$ cat src/rtl/mbus_tx_arbiter_if.sv
// Bundle of signals between the TX arbiter, its two layer-side requesters and the MBus node.
// The master modport is the arbiter's view; slave is the requester/node side.
interface mbus_tx_arbiter_if #(
  parameter int unsigned ADDR_WIDTH = 32,
  parameter int unsigned DATA_WIDTH = 32
);
  logic                  REQ0_REQ;
  logic                  REQ1_REQ;
  logic [ADDR_WIDTH-1:0] REQ0_ADDR;
  logic [ADDR_WIDTH-1:0] REQ1_ADDR;
  logic [DATA_WIDTH-1:0] REQ0_DATA;
  logic [DATA_WIDTH-1:0] REQ1_DATA;
  logic                  REQ0_PEND;
  logic                  REQ1_PEND;
  logic                  REQ0_PRIORITY;
  logic                  REQ1_PRIORITY;
  logic                  REQ0_ACK;
  logic                  REQ1_ACK;
  logic                  REQ0_DONE;
  logic                  REQ1_DONE;
  logic                  REQ0_FAIL;
  logic                  REQ1_FAIL;
  logic [ADDR_WIDTH-1:0] TX_ADDR;
  logic [DATA_WIDTH-1:0] TX_DATA;
  logic                  TX_REQ;
  logic                  TX_PEND;
  logic                  TX_PRIORITY;
  logic                  TX_RESP_ACK;
  logic                  TX_ACK;
  logic                  TX_SUCC;
  logic                  TX_FAIL;
  logic                  BUSY;
  logic                  STALL;

  modport master (
    input  REQ0_REQ, REQ1_REQ, REQ0_ADDR, REQ1_ADDR, REQ0_DATA, REQ1_DATA,
    input  REQ0_PEND, REQ1_PEND, REQ0_PRIORITY, REQ1_PRIORITY,
    input  TX_ACK, TX_SUCC, TX_FAIL,
    output REQ0_ACK, REQ1_ACK, REQ0_DONE, REQ1_DONE, REQ0_FAIL, REQ1_FAIL,
    output TX_ADDR, TX_DATA, TX_REQ, TX_PEND, TX_PRIORITY, TX_RESP_ACK,
    output BUSY, STALL
  );

  modport slave (
    output REQ0_REQ, REQ1_REQ, REQ0_ADDR, REQ1_ADDR, REQ0_DATA, REQ1_DATA,
    output REQ0_PEND, REQ1_PEND, REQ0_PRIORITY, REQ1_PRIORITY,
    output TX_ACK, TX_SUCC, TX_FAIL,
    input  REQ0_ACK, REQ1_ACK, REQ0_DONE, REQ1_DONE, REQ0_FAIL, REQ1_FAIL,
    input  TX_ADDR, TX_DATA, TX_REQ, TX_PEND, TX_PRIORITY, TX_RESP_ACK,
    input  BUSY, STALL
  );
endinterface

$ cat src/rtl/mbus_tx_arbiter.sv
// 2:1 arbiter and sequencer for the MBus member-layer TX port: runs the word REQ/ACK handshake,
// PEND chaining and the SUCC/FAIL response handshake on behalf of the granted requester.
module mbus_tx_arbiter #(
  parameter int unsigned ADDR_WIDTH = 32,
  parameter int unsigned DATA_WIDTH = 32,
  parameter logic [15:0] TIMEOUT    = 16'd1000
) (
  input logic               CLK,
  input logic               RESET,
  mbus_tx_arbiter_if.master bus
);

  typedef enum logic [2:0] {StIdle, StSend, StAckLow, StNext, StResp, StRespLow} state_e;

  state_e                state_q, state_d;
  logic                  grant_q, grant_d;
  logic                  rr_q, rr_d;
  logic [15:0]           wd_q, wd_d;
  logic [ADDR_WIDTH-1:0] tx_addr_q, tx_addr_d;
  logic [DATA_WIDTH-1:0] tx_data_q, tx_data_d;
  logic                  tx_req_q, tx_req_d;
  logic                  tx_pend_q, tx_pend_d;
  logic                  tx_prio_q, tx_prio_d;
  logic                  tx_resp_ack_q, tx_resp_ack_d;
  logic [1:0]            ack_q, ack_d;
  logic [1:0]            done_q, done_d;
  logic [1:0]            fail_q, fail_d;
  logic                  busy_q, busy_d;
  logic                  stall_q, stall_d;

  logic [1:0]            req, pend, prio;
  logic [ADDR_WIDTH-1:0] addr [2];
  logic [DATA_WIDTH-1:0] data [2];
  logic                  arb_g;
  logic                  resp_in;

  assign req     = {bus.REQ1_REQ, bus.REQ0_REQ};
  assign pend    = {bus.REQ1_PEND, bus.REQ0_PEND};
  assign prio    = {bus.REQ1_PRIORITY, bus.REQ0_PRIORITY};
  assign addr[0] = bus.REQ0_ADDR;
  assign addr[1] = bus.REQ1_ADDR;
  assign data[0] = bus.REQ0_DATA;
  assign data[1] = bus.REQ1_DATA;
  assign resp_in = bus.TX_SUCC | bus.TX_FAIL;

  // Priority beats non-priority; a tie goes to the round-robin favourite.
  always_comb begin
    if (req[0] && req[1]) begin
      arb_g = (prio[0] != prio[1]) ? prio[1] : rr_q;
    end else begin
      arb_g = req[1];
    end
  end

  always_comb begin
    state_d       = state_q;
    grant_d       = grant_q;
    rr_d          = rr_q;
    tx_addr_d     = tx_addr_q;
    tx_data_d     = tx_data_q;
    tx_req_d      = tx_req_q;
    tx_pend_d     = tx_pend_q;
    tx_prio_d     = tx_prio_q;
    tx_resp_ack_d = tx_resp_ack_q;
    ack_d         = 2'b00;
    done_d        = 2'b00;
    fail_d        = 2'b00;

    unique case (state_q)
      StIdle: begin
        if (|req) begin
          grant_d   = arb_g;
          tx_addr_d = addr[arb_g];
          tx_data_d = data[arb_g];
          tx_pend_d = pend[arb_g];
          tx_prio_d = prio[arb_g];
          tx_req_d  = 1'b1;
          state_d   = StSend;
        end
      end
      StSend, StAckLow, StNext: begin
        if (bus.TX_FAIL) begin
          // Node aborted mid-message: drop the word unacknowledged and answer the failure now.
          tx_req_d         = 1'b0;
          tx_resp_ack_d    = 1'b1;
          done_d[grant_q]  = 1'b1;
          fail_d[grant_q]  = 1'b1;
          state_d          = StRespLow;
        end else if (state_q == StSend) begin
          if (bus.TX_ACK) begin
            tx_req_d       = 1'b0;
            ack_d[grant_q] = 1'b1;
            state_d        = StAckLow;
          end
        end else if (state_q == StAckLow) begin
          if (!bus.TX_ACK) begin
            state_d = tx_pend_q ? StNext : StResp;
          end
        end else if (req[grant_q]) begin
          tx_addr_d = addr[grant_q];
          tx_data_d = data[grant_q];
          tx_pend_d = pend[grant_q];
          tx_req_d  = 1'b1;
          state_d   = StSend;
        end
      end
      StResp: begin
        if (resp_in) begin
          tx_resp_ack_d   = 1'b1;
          done_d[grant_q] = 1'b1;
          fail_d[grant_q] = bus.TX_FAIL;
          state_d         = StRespLow;
        end
      end
      StRespLow: begin
        if (!resp_in) begin
          tx_resp_ack_d = 1'b0;
          rr_d          = ~grant_q;
          state_d       = StIdle;
        end
      end
      default: state_d = StIdle;
    endcase
  end

  always_comb begin
    wd_d    = wd_q;
    stall_d = stall_q;
    if (state_d != state_q || state_q == StIdle) begin
      wd_d = 16'd0;
    end else if ((state_q inside {StSend, StNext, StResp}) && wd_q != 16'hFFFF) begin
      wd_d = wd_q + 16'd1;
    end
    if (state_d == StIdle) begin
      stall_d = 1'b0;
    end else if (TIMEOUT != 16'd0 && (state_q inside {StSend, StNext, StResp}) &&
                 wd_q == TIMEOUT - 16'd1) begin
      stall_d = 1'b1;
    end
    busy_d = (state_d != StIdle);
  end

  always_ff @(posedge CLK) begin
    if (RESET) begin
      state_q       <= StIdle;
      grant_q       <= 1'b0;
      rr_q          <= 1'b0;
      wd_q          <= 16'd0;
      tx_addr_q     <= '0;
      tx_data_q     <= '0;
      tx_req_q      <= 1'b0;
      tx_pend_q     <= 1'b0;
      tx_prio_q     <= 1'b0;
      tx_resp_ack_q <= 1'b0;
      ack_q         <= 2'b00;
      done_q        <= 2'b00;
      fail_q        <= 2'b00;
      busy_q        <= 1'b0;
      stall_q       <= 1'b0;
    end else begin
      state_q       <= state_d;
      grant_q       <= grant_d;
      rr_q          <= rr_d;
      wd_q          <= wd_d;
      tx_addr_q     <= tx_addr_d;
      tx_data_q     <= tx_data_d;
      tx_req_q      <= tx_req_d;
      tx_pend_q     <= tx_pend_d;
      tx_prio_q     <= tx_prio_d;
      tx_resp_ack_q <= tx_resp_ack_d;
      ack_q         <= ack_d;
      done_q        <= done_d;
      fail_q        <= fail_d;
      busy_q        <= busy_d;
      stall_q       <= stall_d;
    end
  end

  assign bus.TX_ADDR     = tx_addr_q;
  assign bus.TX_DATA     = tx_data_q;
  assign bus.TX_REQ      = tx_req_q;
  assign bus.TX_PEND     = tx_pend_q;
  assign bus.TX_PRIORITY = tx_prio_q;
  assign bus.TX_RESP_ACK = tx_resp_ack_q;
  assign bus.REQ0_ACK    = ack_q[0];
  assign bus.REQ1_ACK    = ack_q[1];
  assign bus.REQ0_DONE   = done_q[0];
  assign bus.REQ1_DONE   = done_q[1];
  assign bus.REQ0_FAIL   = fail_q[0];
  assign bus.REQ1_FAIL   = fail_q[1];
  assign bus.BUSY        = busy_q;
  assign bus.STALL       = stall_q;

endmodule
$ cat src/flat_wrapper.sv
// flat-port wrapper written by rule: the top's interface ports become plain ports
module mbus_tx_arbiter_flat 
#(
  parameter int unsigned ADDR_WIDTH = 32,
  parameter int unsigned DATA_WIDTH = 32,
  parameter logic [15:0] TIMEOUT    = 16'd1000
)
  (CLK, RESET, bus_REQ0_REQ, bus_REQ1_REQ, bus_REQ0_ADDR, bus_REQ1_ADDR, bus_REQ0_DATA, bus_REQ1_DATA, bus_REQ0_PEND, bus_REQ1_PEND, bus_REQ0_PRIORITY, bus_REQ1_PRIORITY, bus_TX_ACK, bus_TX_SUCC, bus_TX_FAIL, bus_REQ0_ACK, bus_REQ1_ACK, bus_REQ0_DONE, bus_REQ1_DONE, bus_REQ0_FAIL, bus_REQ1_FAIL, bus_TX_ADDR, bus_TX_DATA, bus_TX_REQ, bus_TX_PEND, bus_TX_PRIORITY, bus_TX_RESP_ACK, bus_BUSY, bus_STALL);
  mbus_tx_arbiter_if #(.ADDR_WIDTH(ADDR_WIDTH), .DATA_WIDTH(DATA_WIDTH)) bus_i ();
  input logic CLK;
  input logic RESET;
  input wire logic [$bits(bus_i.REQ0_REQ)-1:0] bus_REQ0_REQ;
  input wire logic [$bits(bus_i.REQ1_REQ)-1:0] bus_REQ1_REQ;
  input wire logic [$bits(bus_i.REQ0_ADDR)-1:0] bus_REQ0_ADDR;
  input wire logic [$bits(bus_i.REQ1_ADDR)-1:0] bus_REQ1_ADDR;
  input wire logic [$bits(bus_i.REQ0_DATA)-1:0] bus_REQ0_DATA;
  input wire logic [$bits(bus_i.REQ1_DATA)-1:0] bus_REQ1_DATA;
  input wire logic [$bits(bus_i.REQ0_PEND)-1:0] bus_REQ0_PEND;
  input wire logic [$bits(bus_i.REQ1_PEND)-1:0] bus_REQ1_PEND;
  input wire logic [$bits(bus_i.REQ0_PRIORITY)-1:0] bus_REQ0_PRIORITY;
  input wire logic [$bits(bus_i.REQ1_PRIORITY)-1:0] bus_REQ1_PRIORITY;
  input wire logic [$bits(bus_i.TX_ACK)-1:0] bus_TX_ACK;
  input wire logic [$bits(bus_i.TX_SUCC)-1:0] bus_TX_SUCC;
  input wire logic [$bits(bus_i.TX_FAIL)-1:0] bus_TX_FAIL;
  output wire logic [$bits(bus_i.REQ0_ACK)-1:0] bus_REQ0_ACK;
  output wire logic [$bits(bus_i.REQ1_ACK)-1:0] bus_REQ1_ACK;
  output wire logic [$bits(bus_i.REQ0_DONE)-1:0] bus_REQ0_DONE;
  output wire logic [$bits(bus_i.REQ1_DONE)-1:0] bus_REQ1_DONE;
  output wire logic [$bits(bus_i.REQ0_FAIL)-1:0] bus_REQ0_FAIL;
  output wire logic [$bits(bus_i.REQ1_FAIL)-1:0] bus_REQ1_FAIL;
  output wire logic [$bits(bus_i.TX_ADDR)-1:0] bus_TX_ADDR;
  output wire logic [$bits(bus_i.TX_DATA)-1:0] bus_TX_DATA;
  output wire logic [$bits(bus_i.TX_REQ)-1:0] bus_TX_REQ;
  output wire logic [$bits(bus_i.TX_PEND)-1:0] bus_TX_PEND;
  output wire logic [$bits(bus_i.TX_PRIORITY)-1:0] bus_TX_PRIORITY;
  output wire logic [$bits(bus_i.TX_RESP_ACK)-1:0] bus_TX_RESP_ACK;
  output wire logic [$bits(bus_i.BUSY)-1:0] bus_BUSY;
  output wire logic [$bits(bus_i.STALL)-1:0] bus_STALL;
  assign bus_i.REQ0_REQ = bus_REQ0_REQ;
  assign bus_i.REQ1_REQ = bus_REQ1_REQ;
  assign bus_i.REQ0_ADDR = bus_REQ0_ADDR;
  assign bus_i.REQ1_ADDR = bus_REQ1_ADDR;
  assign bus_i.REQ0_DATA = bus_REQ0_DATA;
  assign bus_i.REQ1_DATA = bus_REQ1_DATA;
  assign bus_i.REQ0_PEND = bus_REQ0_PEND;
  assign bus_i.REQ1_PEND = bus_REQ1_PEND;
  assign bus_i.REQ0_PRIORITY = bus_REQ0_PRIORITY;
  assign bus_i.REQ1_PRIORITY = bus_REQ1_PRIORITY;
  assign bus_i.TX_ACK = bus_TX_ACK;
  assign bus_i.TX_SUCC = bus_TX_SUCC;
  assign bus_i.TX_FAIL = bus_TX_FAIL;
  assign bus_REQ0_ACK = bus_i.REQ0_ACK;
  assign bus_REQ1_ACK = bus_i.REQ1_ACK;
  assign bus_REQ0_DONE = bus_i.REQ0_DONE;
  assign bus_REQ1_DONE = bus_i.REQ1_DONE;
  assign bus_REQ0_FAIL = bus_i.REQ0_FAIL;
  assign bus_REQ1_FAIL = bus_i.REQ1_FAIL;
  assign bus_TX_ADDR = bus_i.TX_ADDR;
  assign bus_TX_DATA = bus_i.TX_DATA;
  assign bus_TX_REQ = bus_i.TX_REQ;
  assign bus_TX_PEND = bus_i.TX_PEND;
  assign bus_TX_PRIORITY = bus_i.TX_PRIORITY;
  assign bus_TX_RESP_ACK = bus_i.TX_RESP_ACK;
  assign bus_BUSY = bus_i.BUSY;
  assign bus_STALL = bus_i.STALL;
  mbus_tx_arbiter #(.ADDR_WIDTH(ADDR_WIDTH), .DATA_WIDTH(DATA_WIDTH), .TIMEOUT(TIMEOUT)) u_core (.CLK(CLK), .RESET(RESET), .bus(bus_i));
endmodule
$ cat config.mk
export PLATFORM = sky130hd
export DESIGN_NAME = mbus_tx_arbiter_flat
export DESIGN_NICKNAME = d
export VERILOG_FILES = /design/src/rtl/mbus_tx_arbiter_if.sv /design/src/rtl/mbus_tx_arbiter.sv /design/src/flat_wrapper.sv
export SDC_FILE = /design/constraint.sdc
export NUM_CORES = 1
export LEC_CHECK = 0
export CORE_MARGIN = 5
export CORE_UTILIZATION = 38
export DETAILED_ROUTE_END_ITERATION = 6
export GPL_TIMING_DRIVEN = 0
export MAX_ROUTING_LAYER = met4
export PLACE_DENSITY = 0.78
export SYNTH_ARGS = -nofsm -noshare
export SYNTH_HDL_FRONTEND = slang
export SYNTH_SLANG_ARGS = --single-unit
$ cat constraint.sdc
create_clock -name CLK -period 1.8 [get_ports CLK]
set_clock_uncertainty 0.15 [all_clocks]
set_input_delay 0.27 -clock CLK [delete_from_list [all_inputs] [get_ports CLK]]
set_output_delay 0.27 -clock CLK [all_outputs]
set_load 0.005 [all_outputs]
# == Word-level counts from Yosys, hierarchy flattened ==
# Index checks and enable logic that the tools add are counted.
# totals
reg_bits,97
output_inout_bits,76
# op_classes
muxes,69
n_eq_ne,20
addsub,1
bitwise_logic,9
magnitude_cmp,5
n_reduce_logical,21
# op_table
cell,n
two-way mux 32 bit,22
one-hot mux 32 bit (2 select lines),2
two-way mux 3 bit,10
two-way mux 1 bit,25
"adder 16 x 1 -> 16 bit, second input constant",1
"equality test 16 x 10 -> 1 bit, second input constant",1
"!= test 16 bit, second input constant",1
one-hot mux 3 bit (4 select lines),1
"!= test 2 bit, second input constant",5
nonzero test 3 bit,3
"!= test 4 bit, second input constant",2
one-hot mux 2 bit (2 select lines),2
"equality test 3 x 2 -> 1 bit, second input constant",2
"equality test 3 bit, second input constant",2
zero test 3 bit,2
two-way mux 2 bit,3
"!= test 2 x 1 -> 1 bit, second input constant",3
AND reduction 6 bit,1
OR reduction 2 bit,3
NOT 1 bit,5
AND reduction 5 bit,1
OR reduction 5 bit,1
"greater-or-equal comparator 2 bit, second input constant",2
logical AND 1 bit,4
17 further kinds,21

# == Longest topological paths before layout ==
# Gate-level depths: netlist (run 1).
# logic_depth
ltp_word,10
depth_mapped,8

# == Worst setup path before layout (run 1) ==
# No wires, ideal clock.
# synth_timing
path_type,register to register
start,register u_core.state_q[2]
end,register u_core.wd_q[2]
required_time_ps,1535
period_less_slack_ps,1891
setup_time_ps,115
n_path_buf,2
path_stages_with_launch,7
t_arrival_ps,1627
path_slack_ps,-91
path_cell_list,dfxtp_1 buf_4 or4_1 o311a_1 o2111ai_2 buf_6 nor2_1
# synth_between
elab_chain_len,8
# synth_rtl
element,line,rtl
from (decl),mbus_tx_arbiter.sv:15,"state_e state_q, state_d;"
from (signal assigned),mbus_tx_arbiter.sv:145,state_q <= StIdle;
from (signal assigned),mbus_tx_arbiter.sv:161,state_q <= state_d;
"equality test 3 x 2 -> 1 bit, or another cell as far along","mbus_tx_arbiter.sv:69, mbus_tx_arbiter.sv:95",
two-way mux 3 bit,mbus_tx_arbiter.sv:95,end else if (state_q == StAckLow) begin
two-way mux 3 bit,mbus_tx_arbiter.sv:89,end else if (state_q == StSend) begin
two-way mux 3 bit,mbus_tx_arbiter.sv:82,if (bus.TX_FAIL) begin
one-hot mux 3 bit (4 select lines),mbus_tx_arbiter.sv:69,unique case (state_q)
!= test 3 bit,mbus_tx_arbiter.sv:129,if (state_d != state_q || state_q == StIdle) begin
logical OR 1 bit,mbus_tx_arbiter.sv:129,
OR reduction 2 bit (no line),n/a,
to (signal assigned),mbus_tx_arbiter.sv:164,wd_q <= wd_d;
to (decl),mbus_tx_arbiter.sv:18,"logic [15:0] wd_q, wd_d;"
# Several ways; a longest one is shown, not always the timed one.
# A chain may end at the register's enable or synchronous reset.

# == Final worst setup path (run 1) ==
# layout_timing
start,input bus_REQ1_PRIORITY
end,register u_core.tx_addr_q[14] (netlist: u_core.bus.TX_ADDR[14])
# layout_between
elab_chain_len,9
# layout_rtl
element,line,rtl
from (decl),flat_wrapper.sv:21,input wire logic [$bits(bus_i.REQ1_PRIORITY)-1:0] bus_REQ1_PRIORITY;
!= test 1 bit,mbus_tx_arbiter.sv:49,arb_g = (prio[0] != prio[1]) ? prio[1] : rr_q;
two-way mux 1 bit *,mbus_tx_arbiter.sv:49,
two-way mux 1 bit *,mbus_tx_arbiter.sv:48,if (req[0] && req[1]) begin
NOT 1 -> 2 bit (not written as such) *,mbus_tx_arbiter.sv:73,tx_addr_d = addr[arb_g];
two-way mux 32 bit (not written as such) * (3 in series),mbus_tx_arbiter.sv:73,
two-way mux 32 bit *,mbus_tx_arbiter.sv:71,if (|req) begin
one-hot mux 32 bit (2 select lines) *,mbus_tx_arbiter.sv:69,
to (signal assigned),mbus_tx_arbiter.sv:165,tx_addr_q <= tx_addr_d;
to (decl),mbus_tx_arbiter.sv:19,"logic [ADDR_WIDTH-1:0] tx_addr_q, tx_addr_d;"
# Every way passes the cells marked *; elsewhere a longest branch is shown, timed or not. The select of a mux whose other input is x is not followed.

==> metrics.txt, run 1 <==
Starting Density=0.387; Buf/Inv on CP=4; hold depth=3; Critical Path Stages=8; All-Layer GR Usage=0.255; most instantiated library cell after synthesis=nand2_1; slowest CP cell=clkdlybuf4s50_1; Post-synth EDFFs=0; Worst Hold Endpoint=u_core.bus.TX_DATA[8]; Horiz. Die Dim=120 µm; # setup viols final=82; cts bufs inserted=9; dpl hpwl=12900 µm; Internal=5.68 mW; first-pass GRT wire length=28700 µm; Pleak=3.23 nW; critical path arrival=2110 ps; Fmax=0.497 GHz; kind of critical path=in2reg; DRC=0; initial antenna violation count=0; vias in the first global route=5606; max_cap viols=0; clk buf depth=2; min-delay src=bus_REQ1_DATA[8]; pwr/cell area=968 mW/mm²; GRT overflow=0; delay-heaviest family, CP=buffers and inverters; crit-path max FO=10; DIE AREA=0.0145 mm²; Req. time, crit path=1900 ps; layout cells sized above 1=0.247; gpl congestion=0.885; Worst R2R Setup Slack=-210 ps; final WL=19500 µm; synth cell count leaders=nand2_1 (143), dfxtp_1 (97), nor2_1 (92); Nets=978; largest net degree at the start of global routing=16; post-synth top area share=0.420; ys flop type=dfxtp_1; Synth Instances=565; status=finished with violations; Tmin final=2010 ps; P&R area growth vs syn=85.7%; GRT Max-Usage Layer=met2; FF-to-FF path depth=6; synth top area cells=dfxtp_1 (42%), nand2_1 (12%), a311oi_1 (8.5%); ant diodes=0; Worst Tran Pin Value=715 ps; sw power=2.64 mW; routed vias=5508; cell breakdown of the critical path=clkdlybuf4s50_1 > inv_1 > maj3_2 > a31oi_4 > buf_8 > buf_6 > nand2_1 > a311oi_2; clock latency on the worst-skew pair=340 ps; initial DRC count=383; Design Area, Final=0.00859 mm²; total power=8.32 mW; period utilisation layout=1.12; failing checks=negative setup slack; RSZ-0062 raised after global routing=yes; Num Clock Sinks=97; worst hold path type=in2reg; Mapped Area=0.00463 mm²; Syn Area/Cell=8.19 µm²; Post-DP Area=0.00703 mm²; reg2reg start=u_core.wd_q[1]; crit start category=input port; part of the power in combinational logic=0.440; fin. max-slew vios=0; via/cell ratio=5.57; clock root cell=clkbuf_16; I/O Buffers=214; worst r2r dst=u_core.wd_q[8]; wire length per cell=19.8 µm; Worst Setup SP=bus_REQ1_PRIORITY; syn_nets=705; synthesized flop and latch total=97; CP Capture Type=flip-flop; Max IR drop VDD=0.000467 V; Sw Ratio=0.317; Yosys Warn Count=0; Hold Vio Cnt, Final=0; CTS tree=built; I/O Pins=215; max_slew headroom=0.523; Die Height=120 µm; met3 Usage GRT=0.0800; CP max stage delay=480 ps; row count=40; Synth cell types=55; post-route setup slack=-210 ps; Worst-path clk slew=70 ps; Seq pwr share=0.322; Max H-tree Level=3; Pre-antenna DRT Iters=4; post-synthesis sequential area ratio=0.420; M1 GR Usage=0.278; clock network fraction of total power=0.238; ys async rst share=0; Core ar.=0.0120 mm²; post-route ant nets=0; met2 Use GR=0.447; leading area contributor after synthesis=dfxtp_1
[sequential cells by signal, summed over array words and instances, names as in the netlist, 2 cells and up]
register and cells:
u_core.bus.TX_ADDR 32, u_core.fail_q 2, u_core.bus.TX_DATA 32, u_core.done_q 2
u_core.ack_q 2, u_core.wd_q 16, u_core.state_q 3
[what timing repair did]
action | in CTS | in global routing
cloned | 5 | 6
hold buffers | 0 | 0
hold endpoints to repair | 0 | 0
setup endpoints to repair | 91 | 88
resized for setup | 124 | 70
buffers inserted | 35 | 6
pin swaps | 35 | 26
[cell usage in the layout (no fill, tap or decap), drive strengths merged, types with 4 or more instances in the layout]
master,Yosys,final
nand2,143,143
mux2i,4,4
xnor2,4,4
o21ai,11,11
a311oi,65,65
nand3,10,10
buf,28,76
a21oi,10,10
clkdlybuf4s50,0,210
nor2b,4,4
nor3,9,9
xor2,6,6
clkbuf,18,29
inv,7,8
dfxtp,97,97
nor2,92,92
nor4,4,4
nand4,8,8
[final cells by class]
class                   count  area (µm²)
fillers                   858        3370
multi-input cells         415        2860
repair buffers            264        2750
flip-flops and latches     97        1950
plain buffers              44         515
clock buffers              11         253
well taps                 147         184
clock inverters             4        51.3
inverters                   7        26.3
[per-stage QoR]
stage	setup TNS, ps	util	instances	hold slack (ps)	setup WS, ps
2_1_floorplan	-1210	-	565	209	-60.8
3_3_place_gp	-66810	0.588	926	317	-861
3_5_place_dp	-70630	0.588	926	331	-949
4_1_cts	-9740	0.684	980	340	-178
5_1_grt	-18880	0.718	989	350	-284
6_report	-12960	0.718	989	343	-210
[per-layer routing]
| metal | part of all wire | routed length [µm] |
|---|---|---|
| met3 | 0.083 | 1620 |
| met1 | 0.36 | 7110 |
| met2 | 0.52 | 10200 |
| met4 | 0.032 | 623 |
| met5 | 0 | 0 |
[power by group through the flow]
stage	clock [mW]	combinational [mW]	sequential, mW
after detailed placement	0	2.60	2.70
after global placement	0	2.55	2.68
final	1.98	3.66	2.68
after floorplan	0	1.28	2.70
after global routing	2.09	3.89	2.71
after CTS	1.99	3.33	2.67
[worst max path at each step]
stage	to
finish	u_core.bus.TX_ADDR[14]
detailed placement	u_core.bus.TX_ADDR[14]
floorplan	u_core.wd_q[8]
CTS	u_core.bus.TX_ADDR[14]
global route	u_core.bus.TX_ADDR[10]
global placement	u_core.bus.TX_DATA[3]
[cells by family (layout without fill, tap and decap cells)]
group | after synthesis | after routing | share of synthesized area
AOI/OAI and AO/OA | 110 | 110 | 0.223
xor gates and xnor gates | 10 | 10 | 0.0189
adders and majority gates | 2 | 2 | 0.00487
buffers and inverters | 53 | 330 | 0.0600
DFF | 97 | 97 | 0.420
muxes | 4 | 4 | 0.00866
and+or+nand+nor | 289 | 289 | 0.265
[tightest hold or removal path: cells and delay by family]
kind                   cells  cell delay, ps
AND/OR/NAND/NOR            1              50
AO/OA/AOI/OAI              1              70
buffers and inverters      1             400
Power figures use the tool's default switching activity.
==> run 2, diff against run 1 <==
--- a/config.mk
+++ b/config.mk
@@ -5,6 +5,8 @@
 export SDC_FILE = /design/constraint.sdc
 export NUM_CORES = 1
 export LEC_CHECK = 0
+export CAP_MARGIN = 20
+export CORE_ASPECT_RATIO = 2
 export CORE_MARGIN = 5
 export CORE_UTILIZATION = 38
 export DETAILED_ROUTE_END_ITERATION = 6
==> run 2 against run 1 <==
The run ends with design-rule violations, negative setup slack left. Core utilization up 1.6 points. Largest cell class unchanged. Routed wire length grew 13%. Combinational power increased by 8.7%. Critical endpoint is now u_core.bus.TX_DATA[1].
==> metrics.txt, run 2 (synthesis gave the netlist of run 1 again) <==
I/O Pins=215; WHS=196 ps; reg2reg start=u_core.state_q[0]; clk buf depth=2; worst hold path type=in2reg; Tmin final=2060 ps; CP Capture Type=flip-flop; Worst Setup SP=u_core.state_q[0]; crit-path max FO=8; Req. time, crit path=1910 ps; Worst-path clk slew=70 ps; CTS tree=built; # fillers=778; Worst R2R Setup Slack=-260 ps; P&R area growth vs syn=91.4%; I/O Buffers=214; Die Height=166 µm; Nets=974; min-delay src=bus_TX_ACK; Horiz. Die Dim=88.0 µm; Reg area=0.00196 mm²; Starting Density=0.384; Worst Tran Pin Value=447 ps; initial DRC count=394; Pre-antenna DRT Iters=7; Hold Vio Cnt, Final=0; Fmax=0.486 GHz; pwr/cell area=965 mW/mm²; GRT Max-Usage Layer=met2; Max IR drop VDD=0.000654 V; total power=8.54 mW; final WL=22100 µm; setup tns final=-13280 ps; row count=57; # setup viols final=82; dpl hpwl=13500 µm; Post-DP Area=0.00703 mm²; FF-to-FF path depth=8; post-layout util=0.734; Post-CTS Hold Fix Bufs=0; crit start category=flip-flop; kind of critical path=reg2reg; critical path arrival=2170 ps; post-place setup slack=-858 ps; post-route setup slack=-260 ps; area of the multi-input gates=0.00312 mm²; RSZ-0062 raised after global routing=yes; worst r2r dst=u_core.bus.TX_DATA[1]; met3 Usage GRT=0.0576; routed vias=5774; gpl congestion=0.926; failing checks=design-rule violations, negative setup slack; via/cell ratio=5.84; cts bufs inserted=9; period utilisation layout=1.14; layout cells sized above 1=0.318; fin. max-slew vios=0; clock root cell=clkbuf_16; post-route ant nets=0; vias in the first global route=5774; clock latency on the worst-skew pair=350 ps; most frequent cells in the layout=clkdlybuf4s50_1 (209), nand2_1 (99), dfxtp_1 (90); Worst Hold Endpoint=u_core.state_q[1]; wire length per cell=22.4 µm; max_cap viols=0; commonest non-fill, non-tap cell in the layout=clkdlybuf4s50_1; All-Layer GR Usage=0.264; Final Non-Filler Cells=988; largest net degree at the start of global routing=18; Design Area, Final=0.00885 mm²; first-pass GRT wire length=29000 µm; Num Clock Sinks=97; max_slew headroom=0.702; GRT overflow=0; Max H-tree Level=3; Inst Count DP=926; initial antenna violation count=2; hold depth=3; met2 Use GR=0.485; DIE AREA=0.0146 mm²; status=finished with violations; Pleak=3.31 nW; M1 GR Usage=0.242; Core ar.=0.0121 mm²; DRC=4
[run 2: changes by cell type in the layout (fill, tap and decap cells not counted), moves of 6 or more]
cell | previous run | this run
buf_6 | 18 | 25
nor2_1 | 81 | 70
nand2_4 | 0 | 15
buf_4 | 32 | 19
nand2_1 | 139 | 99
clkbuf_1 | 7 | 1
clkbuf_2 | 3 | 10
nor2_2 | 9 | 16
nand2_2 | 4 | 29
[run 2: critical path, stage by stage, from the launching register on]
cell and delay, ps:
dfxtp_2 340, buf_6 140, o21bai_4 160, mux2i_4 300
a31o_4 200, clkbuf_16 190, clkbuf_16 160, nand2_2 70
a311oi_2 260
[run 2: layer usage]
layer / routed length [µm] / part of all wire
met1: 6950 / 0.31
met5: 0 / 0
met2: 12400 / 0.56
met3: 1460 / 0.066
met4: 1350 / 0.061
[run 2: how the worst max path moves through the flow]
stage                                   endpoint
after global placement           u_core.wd_q[13]
after CTS                         u_core.wd_q[8]
after global routing      u_core.bus.TX_DATA[19]
after floorplan                   u_core.wd_q[8]
final                      u_core.bus.TX_DATA[1]
after detailed placement         u_core.wd_q[11]
[run 2: cell type report]
class | count | share of cell area
multi-input combinational | 415 | 0.353
sequential | 97 | 0.221
inverter | 7 | 0.00297
buffer | 40 | 0.0565
antenna | 2 | 0.000565
clock inverter | 6 | 0.00580
tap | 147 | 0.0208
clock buffer | 10 | 0.0259
timing repair buffer | 264 | 0.314
[run 2: where the power goes]
part	switching [mW]	leakage [nW]	internal, mW
Clock	0.897	0.128	0.958
Sequential	0.238	0.803	2.47
Combinational	1.83	2.38	2.15
Total	2.96	3.31	5.58
[run 2: timing repair]
| action | in CTS | in global routing |
|---|---|---|
| pin swaps | 40 | 92 |
| setup buffers | 31 | 5 |
| setup endpoints to repair | 89 | 88 |
| cloned | 11 | 6 |
| resized for setup | 142 | 161 |
